--- config.mk ---
export PLATFORM = sky130hd
export DESIGN_NAME = ones_frame_accumulator
export DESIGN_NICKNAME = d
export VERILOG_FILES = /design/src/rtl/ones_pkg.sv /design/src/rtl/ones_frame_accumulator.sv
export SDC_FILE = /design/constraint.sdc
export NUM_CORES = 1
export LEC_CHECK = 0
export ABC_AREA = 1
export CAP_MARGIN = 40
export CORE_MARGIN = 10
export CORE_UTILIZATION = 45
export CTS_CLUSTER_SIZE = 40
export DETAILED_ROUTE_END_ITERATION = 8
export GPL_TIMING_DRIVEN = 0
export PLACE_DENSITY_LB_ADDON = 0.3
export SLEW_MARGIN = 20
export SYNTH_ARGS = -nofsm -noshare
export SYNTH_HDL_FRONTEND = slang
export SYNTH_SLANG_ARGS = --single-unit
--- constraint.sdc ---
create_clock -name clk -period 2.4 [get_ports clk]
set_input_delay 0.48 -clock clk [delete_from_list [all_inputs] [get_ports clk]]
set_output_delay 0.48 -clock clk [all_outputs]
set_load 0.01 [all_outputs]
--- src/rtl/ones_pkg.sv ---
// Shared definitions for the count-ones datapath: FSM state type and the
// width helpers used by both the count-ones stage and the frame accumulator.
package ones_pkg;

    typedef enum logic {
        ACCUM,
        HOLD
    } state_e;

    function automatic int unsigned count_width(input int unsigned width);
        return $clog2(width + 1);
    endfunction

    function automatic int unsigned sum_width(input int unsigned width,
                                              input int unsigned frame_len);
        return $clog2(width * frame_len + 1);
    endfunction

    function automatic int unsigned words_width(input int unsigned frame_len);
        return $clog2(frame_len + 1);
    endfunction

endpackage

--- src/rtl/ones_frame_accumulator.sv ---
// Sums per-word popcounts over frames of up to FRAME_LEN words and presents
// the frame total, word count and threshold flag on a registered handshake.
module ones_frame_accumulator
    import ones_pkg::*;
#(
    parameter int unsigned WIDTH     = 8,
    parameter int unsigned FRAME_LEN = 16,
    parameter int unsigned THRESHOLD = WIDTH * FRAME_LEN / 2
) (
    input  logic                                      clk,
    input  logic                                      rst,
    input  logic                                      in_valid,
    input  logic [count_width(WIDTH)-1:0]             in_count,
    input  logic                                      in_last,
    output logic                                      in_ready,
    output logic                                      out_valid,
    input  logic                                      out_ready,
    output logic [sum_width(WIDTH, FRAME_LEN)-1:0]    out_sum,
    output logic [words_width(FRAME_LEN)-1:0]         out_words,
    output logic                                      out_above,
    output logic                                      err
);

    localparam int unsigned CW = count_width(WIDTH);
    localparam int unsigned SW = sum_width(WIDTH, FRAME_LEN);
    localparam int unsigned NW = words_width(FRAME_LEN);

    localparam logic [CW-1:0] COUNT_MAX = CW'(WIDTH);
    localparam logic [NW-1:0] LEN_W     = NW'(FRAME_LEN);
    localparam logic [SW:0]   THR_W     = (SW + 1)'(THRESHOLD);

    state_e        state_q;
    logic [SW-1:0] acc_q;
    logic [NW-1:0] words_q;
    logic          out_valid_q;
    logic [SW-1:0] out_sum_q;
    logic [NW-1:0] out_words_q;
    logic          out_above_q;
    logic          err_q;

    logic          fire;
    logic          bad_count;
    logic [CW-1:0] count_c;
    logic [SW-1:0] acc_d;
    logic [NW-1:0] words_d;
    logic          close;
    logic          above_d;

    assign in_ready = (state_q == ACCUM) || out_ready;
    assign fire     = in_valid && in_ready;

    // acc/words are always zero in HOLD, so one adder serves both the
    // in-frame beat and the first beat of a frame accepted during HOLD.
    always_comb begin
        bad_count = in_count > COUNT_MAX;
        count_c   = bad_count ? COUNT_MAX : in_count;
        acc_d     = acc_q + SW'(count_c);
        words_d   = words_q + NW'(1);
        close     = in_last || (words_d == LEN_W);
        above_d   = {1'b0, acc_d} > THR_W;
    end

    always_ff @(posedge clk) begin
        if (rst) begin
            state_q     <= ACCUM;
            acc_q       <= '0;
            words_q     <= '0;
            out_valid_q <= 1'b0;
            out_sum_q   <= '0;
            out_words_q <= '0;
            out_above_q <= 1'b0;
            err_q       <= 1'b0;
        end else begin
            if (fire && bad_count) begin
                err_q <= 1'b1;
            end
            if (state_q == HOLD && out_ready && !fire) begin
                out_valid_q <= 1'b0;
                state_q     <= ACCUM;
            end else if (fire) begin
                if (close) begin
                    out_valid_q <= 1'b1;
                    out_sum_q   <= acc_d;
                    out_words_q <= words_d;
                    out_above_q <= above_d;
                    acc_q       <= '0;
                    words_q     <= '0;
                    state_q     <= HOLD;
                end else begin
                    out_valid_q <= 1'b0;
                    acc_q       <= acc_d;
                    words_q     <= words_d;
                    state_q     <= ACCUM;
                end
            end
        end
    end

    assign out_valid = out_valid_q;
    assign out_sum   = out_sum_q;
    assign out_words = out_words_q;
    assign out_above = out_above_q;
    assign err       = err_q;

endmodule
==> results.toml, run 1 <==
[route]
drtAntennaViolNets = 0
totalWireLength_mm = 3.62
vias = 1440
vias_per_cell = 4.80
drc = 0
first_pass_iters = 4
wl_per_cell_um = 12.1
drt_iter0_drc = 73

[synthesis]
yosysTopAreaCell = "dfxtp_1"
synthTopCellsByArea = "dfxtp_1 (38%), nand2_1 (15%), inv_1 (6.4%), nor2_1 (6.4%), a21oi_1 (4.6%)"
synth_seq_area_share_pct = 37.9
async_flop_share_pct = 0
syn_area_per_cell_um2 = 7.06
yosys_warnings = 0
netlist_area_mm2 = 0.00153
synth-edff-count = 0
yosys_register_bits = 29
synthesis.nets = 232
synth_most_common_cell = "nand2_1"
synth_ff_type = "dfxtp_1"
synth.distinct_cells = 25
synth_top_area_share_pct = 37.9
synth_common_cells = "nand2_1 (62), dfxtp_1 (29), inv_1 (26), nor2_1 (26), a21oi_1 (14)"
synth_cells = 217

[worst_setup_path]
critical_path.max_stage_delay_ps = 480
r2r-start = "acc_q[0]$_SDFFE_PP0P_"
path_buf_inv = 2
cp.arrival_ps = 2550
rrSetupSlack_ps = 600
critPathRequiredTime_ps = 2620
cp_max_fo = 2
slowest_stage = "clkdlybuf4s50_1"
r2r_end = "out_above$_SDFFE_PP0P_"
crit_family = "simple AND/OR/NAND/NOR gates"
worstSetupPathType = "input port to flip-flop"
cp_common_cell = "nor2_1"
r2r_cells = 9
crit_path_cell_trace = "clkdlybuf4s50_1 -> inv_2 -> a31oi_4 -> nor2_1 -> ha_2 -> fa_2 -> or2_4 -> nor2_4 -> nand3_2 -> nor2_2 -> nor2_1 -> nor2_1 -> nor2_1"
startpoint_type = "input port"
cp-end-kind = "flip-flop"

[finish]
n_antenna_cell = 0
seqCellArea_um2 = 581
multi_input_comb_area_um2 = 835
postLayoutCellArea_mm2 = 0.00196
fill_cells = 318
syn_to_final_growth_pct = 27.9
utilization_pct = 59.2
nNetsFinal = 268
final_layout_size_suffix_gt1_share_pct = 16.1

[status]
status = "completed"

[floorplanning]
num_rows = 21
die_w_um = 78.4
core_mm2 = 0.00331
ios = 26
die_height_um = 78.4
die-area_mm2 = 0.00614
start_util_pct = 46.3

[run]
maxCapViolCount = 0

[global_routing]
grtUsageTotal_pct = 12.6
overflow = 0
antenna_found_initial = 0
grt_pass1_wl_mm = 6.24
grt_pass1_vias = 1375
grt_max_degree = 11

[cts]
root_buffer = "clkbuf_4"
cts.sinks = 29
cts_tree = "done"
htree_levels = 2
cts_buffers = 5
clk_pin_slew_worst_paths_ps = 90
clock_path_buffers = 2
clk_latency_ps = 340

[power]
powerDensity_mw_per_mm2 = 490
total_power_uw = 961
ir_worst_vdd_v = 0.000302
power_leakage_nw = 0.835

[worst_hold_path]
hold_class = "flip-flop to flip-flop"
holdPathStages = 2
hold-path-endpoint = "out_words[2]$_SDFFE_PP0P_"
min_from = "out_words[2]$_SDFFE_PP0P_"

[timing]
clock.fmax_ghz = 0.429
finalMaxSlewViolations = 0
hold_violations = 0
period_minus_slack_ps = 2330
setup_viol = 0
fin_skew_ps = 3.55
worst_pin_slew_ps = 623
slew_headroom_pct = 58.5
min_period_over_period_pct = 97.2

[place]
finalWeightedCongestion = 0.890
dpl.hpwl_mm = 2.61
placed_area_mm2 = 0.00184
numPortBuffers = 25
layer usage:
metal	track usage (%)	vias up	share of wire, %	wire, µm
met5	0	-	0	0
met4	4.12	0	1.4	50
met3	5.13	7	4.7	169
met2	21.1	22	50	1810
met1	14.3	644	44	1590
li1	-	767	-	-
worst reg2reg max path, cell delays in order, from the launching register on:
cell and delay (ps):
dfxtp_1 350, ha_2 200, fa_2 440, or2_4 260, nor2_4 90, nand3_2 70
nor2_2 90, nor2_1 40, nor2_1 90, nor2_1 40
sequential cells by signal, summed over array words and instances, names as in the netlist:
| signal | count |
|---|---|
| out_sum | 8 |
| err | 1 |
| out_above | 1 |
| words_q | 5 |
| acc_q | 8 |
| out_words | 5 |
| out_valid | 1 |
cell usage in the layout (no fill, tap or decap), types with 2 or more instances in the layout:
cell and n:
nand2_1 62, inv_1 24, nand2_2 6, nor2_1 23
nand3_1 11, clkinv_2 2, buf_4 4, clkbuf_4 5
nor2_2 2, a21oi_1 14, nand2_4 2, a21oi_2 6
nand4_1 5, ha_1 4, nand3_2 2, clkdlybuf4s50_1 24
dfxtp_1 29, a22oi_1 3, nor2_4 2, inv_2 2
clkbuf_1 4, buf_6 2, o21ai_0 6
cells by family after synthesis:
family          Yosys count  share of synthesized area (%)
simple gates            117                           33.7
flops                    29                           37.9
fa+ha+maj                 6                           5.39
compound gates           31                           12.2
buf+inv                  33                           10.3
xor+xnor                  1                          0.572
through the flow:
| step | hold slack, ps | TNS, ps | std cells | setup WS [ps] |
|---|---|---|---|---|
| 2_1_floorplan | 443 | 0 | 217 | 122 |
| 6_report | 463 | 0 | 300 | 67.2 |
| 4_1_cts | 466 | 0 | 299 | 20.3 |
| 3_5_place_dp | 452 | -2350 | 288 | -598 |
| 3_3_place_gp | 452 | -2250 | 288 | -606 |
| 5_1_grt | 482 | -66.8 | 300 | -66.8 |
timing repair:
action	in CTS	in global routing
endpoints found under the setup margin	1	1
resized for setup	9	4
pin swaps	7	5
setup buffers	3	1
hold buffers	0	0
how the worst max path moves through the flow:
stage,cells past startpoint,from,endpoint
2_1_floorplan,12,in_count[1],out_above$_SDFFE_PP0P_
3_3_place_gp,13,in_count[3],out_above$_SDFFE_PP0P_
3_5_place_dp,13,in_count[3],out_above$_SDFFE_PP0P_
4_1_cts,13,in_count[2],out_above$_SDFFE_PP0P_
5_1_grt,13,in_count[1],out_above$_SDFFE_PP0P_
6_report,13,in_count[1],out_above$_SDFFE_PP0P_
area by class of cell:
cell class                      count  share of cell area, %
Buffer                              6                   2.74
Clock buffer                        6                   2.11
Clock inverter                      2                  0.511
Inverter                           27                   5.30
Multi-Input combinational cell    155                   42.6
Sequential cell                    29                   29.6
Tap cell                           46                   2.94
Timing Repair Buffer               29                   14.2
power breakdown:
part	leakage (nW)	switching, mW	internal [mW]
registers	0.236	0.00878	0.495
clock network	0.0320	0.180	0.111
logic	0.567	0.0915	0.0745
total	0.835	0.280	0.681
No activity file was read; power rests on OpenSTA's default activity.
==> run 2: changes to the inputs <==
--- a/config.mk
+++ b/config.mk
@@ -13,6 +13,7 @@
 export DETAILED_ROUTE_END_ITERATION = 8
 export GPL_TIMING_DRIVEN = 0
 export PLACE_DENSITY_LB_ADDON = 0.3
+export SETUP_SLACK_MARGIN = 0.1
 export SLEW_MARGIN = 20
 export SYNTH_ARGS = -nofsm -noshare
 export SYNTH_HDL_FRONTEND = slang
==> run 2 against run 1 <==
  * Worst setup slack improved by 160 ps
  * Maximum frequency up 7.4%
  * Clock power is essentially flat
  * Register-to-register slack about the same
  * Combinational power fell by 5%
  * Largest power group unchanged
  * Highest routed layer unchanged
==> results.toml, run 2 (synthesis results as in run 1) <==
[route]
totalWireLength_mm = 3.52
first_pass_iters = 4
drc = 0
vias_per_cell = 4.76
drt_iter0_drc = 87
drtAntennaViolNets = 0
vias = 1422
wl_per_cell_um = 11.8

[power]
power_frac_seq_pct = 53.0
clkPwrFrac_pct = 30.5
power_leakage_nw = 0.830
p_int_uw = 677
ir_worst_vdd_v = 0.000298
pwr-share-comb_pct = 16.6
powerDensity_mw_per_mm2 = 491
p_switching_uw = 274
swShare_pct = 28.8

[timing]
finalSetupTns_ps = 0
rsz0062_at_grt = "false"
fin_skew_ps = 2.77
hold_violations = 0
worst_pin_slew_ps = 625
setup_viol = 0
clock.fmax_ghz = 0.461
min_period_over_period_pct = 90.5
slew_headroom_pct = 58.3
finalMaxSlewViolations = 0
period_minus_slack_ps = 2170

[cts]
cts.sinks = 29
root_buffer = "clkbuf_4"
htree_levels = 2
hold_buffers = 0
clk_pin_slew_worst_paths_ps = 90
clk_latency_ps = 340
cts_buffers = 5
cts_tree = "done"
clock_path_buffers = 2

[global_routing]
overflow = 0
grt_pass1_wl_mm = 6.24
grtUsageTotal_pct = 12.6
antenna_found_initial = 0
grt_pass1_vias = 1375
grt_max_degree = 11

[worst_setup_path]
cp_max_fo = 3
critPathRequiredTime_ps = 2610
cp.arrival_ps = 2390
startpoint_type = "input port"
cp-end-kind = "flip-flop"
worstSetupPathType = "input port to flip-flop"

[finish]
final_cell_mix = "nand2_1 (62), dfxtp_1 (29), nor2_1 (24)"
postLayoutCellArea_mm2 = 0.00194
n_antenna_cell = 0
final_layout_size_suffix_gt1_share_pct = 15.4
syn_to_final_growth_pct = 26.4
nNetsFinal = 267
layout_commonest_cell = "nand2_1"
fill_cells = 326

[worst_hold_path]
hold_class = "flip-flop to flip-flop"

[floorplanning]
num_rows = 21
start_util_pct = 46.3
die-area_mm2 = 0.00614
die_height_um = 78.4
ios = 26
core_mm2 = 0.00331
die_w_um = 78.4

[place]
numPortBuffers = 25
placed_area_mm2 = 0.00184
dpl.hpwl_mm = 2.61
finalWeightedCongestion = 0.890

[run]
maxCapViolCount = 0

[status]
status = "completed"
run 2: path summary, 6_finish.rpt:
path	startpoint	end	slack [ps]	depth (start not counted)
setup reg to reg	acc_q[0]$_SDFFE_PP0P_	out_above$_SDFFE_PP0P_	610	9
hold / removal	out_sum[6]$_SDFFE_PP0P_	out_sum[6]$_SDFFE_PP0P_	460	2
hold reg to reg	out_sum[6]$_SDFFE_PP0P_	out_sum[6]$_SDFFE_PP0P_	460	2
setup / recovery	in_count[3]	out_above$_SDFFE_PP0P_	230	13
run 2: layout make-up:
class	instances	area, µm²	area share [%]
plain buffers	6	53.8	2.78
clock buffers	6	41.3	2.13
clock inverters	2	10.0	0.517
inverters	27	104	5.36
multi-input cells	155	822	42.4
flip-flops and latches	29	581	30.0
well taps	46	57.6	2.97
repair buffers	28	268	13.8
run 2: repair_timing:
action | in CTS | in global routing
setup endpoints to repair | 4 | 1
resized for setup | 14 | 0
pin swaps | 9 | 1
setup buffers | 3 | 0
gates cloned | 0 | 0
run 2: power by group through the flow:
stage          Clock (mW)  Sequential [mW]  Combinational, mW
4_1_cts             0.295            0.504              0.159
6_report            0.290            0.504              0.158
3_5_place_dp            0            0.515              0.149
2_1_floorplan           0            0.519             0.0875
5_1_grt             0.321            0.507              0.177
3_3_place_gp            0            0.515              0.148
run 2: per-stage QoR:
stage	hold slack [ps]	util [%]	std cells	power (mW)	setup WS, ps
global route	482	58.5	299	1.00	105
finish	463	58.5	299	0.952	229
global placement	452	55.6	288	0.663	-606
floorplan	443	-	217	0.607	122
CTS	466	58.5	299	0.959	234
detailed placement	452	55.6	288	0.664	-598
run 2: critical path, cell delays in order:
cell	delay [ps]
dlygate4sd2_1	240
inv_1	80
a31oi_4	160
nor2_1	70
ha_2	200
fa_2	470
or2_4	260
nor2_2	70
nand3_1	80
nor2_1	100
nor2_1	50
nor2_1	80
nor2_1	40
run 2: layer usage:
layer,track usage [%],share of wire (%),routed length [µm]
met1,14.3,45,1580
met4,4.12,1.7,59
met5,0,0,0
met2,21.1,49,1710
met3,5.13,4.8,168
==> run 3: changes to the inputs <==
--- a/config.mk
+++ b/config.mk
@@ -8,7 +8,7 @@
 export ABC_AREA = 1
 export CAP_MARGIN = 40
 export CORE_MARGIN = 10
-export CORE_UTILIZATION = 45
+export CORE_UTILIZATION = 47
 export CTS_CLUSTER_SIZE = 40
 export DETAILED_ROUTE_END_ITERATION = 8
 export GPL_TIMING_DRIVEN = 0
==> run 3 against run 2 <==
  * Combinational power hardly changed
  * Hold slack worse by 2.5 ps
  * Via count hardly changed
  * Power is 5.6% higher
  * Worst setup slack better by 5.8 ps
  * Highest routed layer unchanged
  * Die area is 3.2% lower
  * First-iteration DRC count is 10% higher
  * Clock skew is 7.2 ps higher
  * Sequential cell count stayed put
  * Clock-buffer cell count is 1 higher
==> results.toml, run 3 (synthesis results as in run 1) <==
[global_routing]
grt_pass1_vias = 1306
grtUsageTotal_pct = 12.3
grt_max_degree = 11
overflow = 0
grt_pass1_wl_mm = 5.95
antenna_found_initial = 0

[worst_setup_path]
crit_path_cell_trace = "dlygate4sd2_1 -> inv_1 -> a31oi_4 -> nor2_1 -> ha_2 -> fa_1 -> or2_4 -> nor2_1 -> nand3_1 -> nor2_1 -> nor2_1 -> nor2_1 -> nor2_1"
cp_max_fo = 3
slowest_stage = "fa_1"
crit_family = "simple AND/OR/NAND/NOR gates"
path_buf_inv = 2
worstSetupPathType = "input port to flip-flop"
cp.arrival_ps = 2380
cp_common_cell = "nor2_1"
cp-end-kind = "flip-flop"
critical_path.max_stage_delay_ps = 470
critPathRequiredTime_ps = 2610
startpoint_type = "input port"

[route]
drc = 0
wl_per_cell_um = 11.6
vias_per_cell = 4.79
first_pass_iters = 4
totalWireLength_mm = 3.43
vias = 1423
drtAntennaViolNets = 0
drt_iter0_drc = 96

[cts]
hold_buffers = 0
clock_path_buffers = 2
cts.sinks = 29
root_buffer = "clkbuf_4"
cts_buffers = 5
clk_pin_slew_worst_paths_ps = 90
htree_levels = 2
cts_tree = "done"
clk_latency_ps = 340

[finish]
postLayoutCellArea_mm2 = 0.00195
nNetsFinal = 267
layout_commonest_cell = "nand2_1"
fin_cells = 297
final_layout_size_suffix_gt1_share_pct = 14.6
syn_to_final_growth_pct = 26.9
n_antenna_cell = 0
fill_cells = 296
final_cell_mix = "nand2_1 (62), dfxtp_1 (29), nor2_1 (26)"
utilization_pct = 63.2

[place]
finalWeightedCongestion = 0.838
placed_area_mm2 = 0.00184
dp_cells = 286
dpl.hpwl_mm = 2.57
numPortBuffers = 25

[timing]
setup_viol = 0
rsz0062_at_grt = "false"
fin_skew_ps = 9.97
slew_headroom_pct = 59.3
hold_violations = 0
finalSetupTns_ps = 0
min_period_over_period_pct = 90.2
period_minus_slack_ps = 2170
clock.fmax_ghz = 0.462
whs_ps = 461
worst_pin_slew_ps = 611
finalMaxSlewViolations = 0

[power]
power_leakage_nw = 0.840
powerDensity_mw_per_mm2 = 517
ir_worst_vdd_v = 0.000253

[floorplanning]
die-area_mm2 = 0.00595
num_rows = 20
start_util_pct = 49.8
die_w_um = 77.1
core_mm2 = 0.00308
die_height_um = 77.1
ios = 26

[status]
status = "completed"

[worst_hold_path]
hold_class = "flip-flop to flip-flop"

[run]
maxCapViolCount = 0
## run 3: worst register-to-register path: cells and delay by family, from the launching register on
family	cells	cell delay [ps]
adder cells (fa/ha/maj)	2	640
flip-flops	1	360
AND/OR/NAND/NOR	7	680
## run 3: cell type report
cell class	instances	area [µm²]	area share (%)
Clock inverter	1	5.00	0.257
Clock buffer	7	65.1	3.34
Buffer	6	53.8	2.77
Timing Repair Buffer	28	268	13.8
Sequential cell	29	581	29.8
Inverter	27	104	5.34
Tap cell	44	55.1	2.83
Multi-Input combinational cell	155	815	41.9
## run 3: layer usage
metal | vias up | routed length (µm) | global-route usage (%) | part of all wire, %
met5 | - | 0 | 0 | 0
met4 | 0 | 62 | 6.20 | 1.8
met3 | 5 | 190 | 5.01 | 5.5
met2 | 27 | 1610 | 19.1 | 47
met1 | 626 | 1570 | 14.1 | 46
li1 | 765 | - | - | -
## run 3: report_power, final
part,switching (mW),total [mW],internal (mW)
Combinational,0.0845,0.155,0.0702
Clock,0.177,0.347,0.170
Sequential,0.00874,0.504,0.495
Total,0.270,1.01,0.735
## run 3: final timing paths
check | from | end | slack, ps | cells after the start
setup / recovery | in_count[3] | out_above$_SDFFE_PP0P_ | 230 | 13
hold / removal | out_sum[6]$_SDFFE_PP0P_ | out_sum[6]$_SDFFE_PP0P_ | 460 | 2
setup reg to reg | acc_q[0]$_SDFFE_PP0P_ | out_above$_SDFFE_PP0P_ | 600 | 9
hold reg to reg | out_sum[6]$_SDFFE_PP0P_ | out_sum[6]$_SDFFE_PP0P_ | 460 | 2
## run 3: through the flow
step	power [mW]	worst slack, ps
5_1_grt	1.06	116
4_1_cts	1.01	213
3_5_place_dp	0.663	-573
2_1_floorplan	0.607	122
6_report	1.01	234
3_3_place_gp	0.661	-566
## run 3: repair_timing
item | 4_1_cts | 5_1_grt
endpoints found under the setup margin | 2 | 1
pin swaps | 8 | 1
gates cloned | 0 | 0
gates resized for setup | 11 | 0
setup buffers | 3 | 0
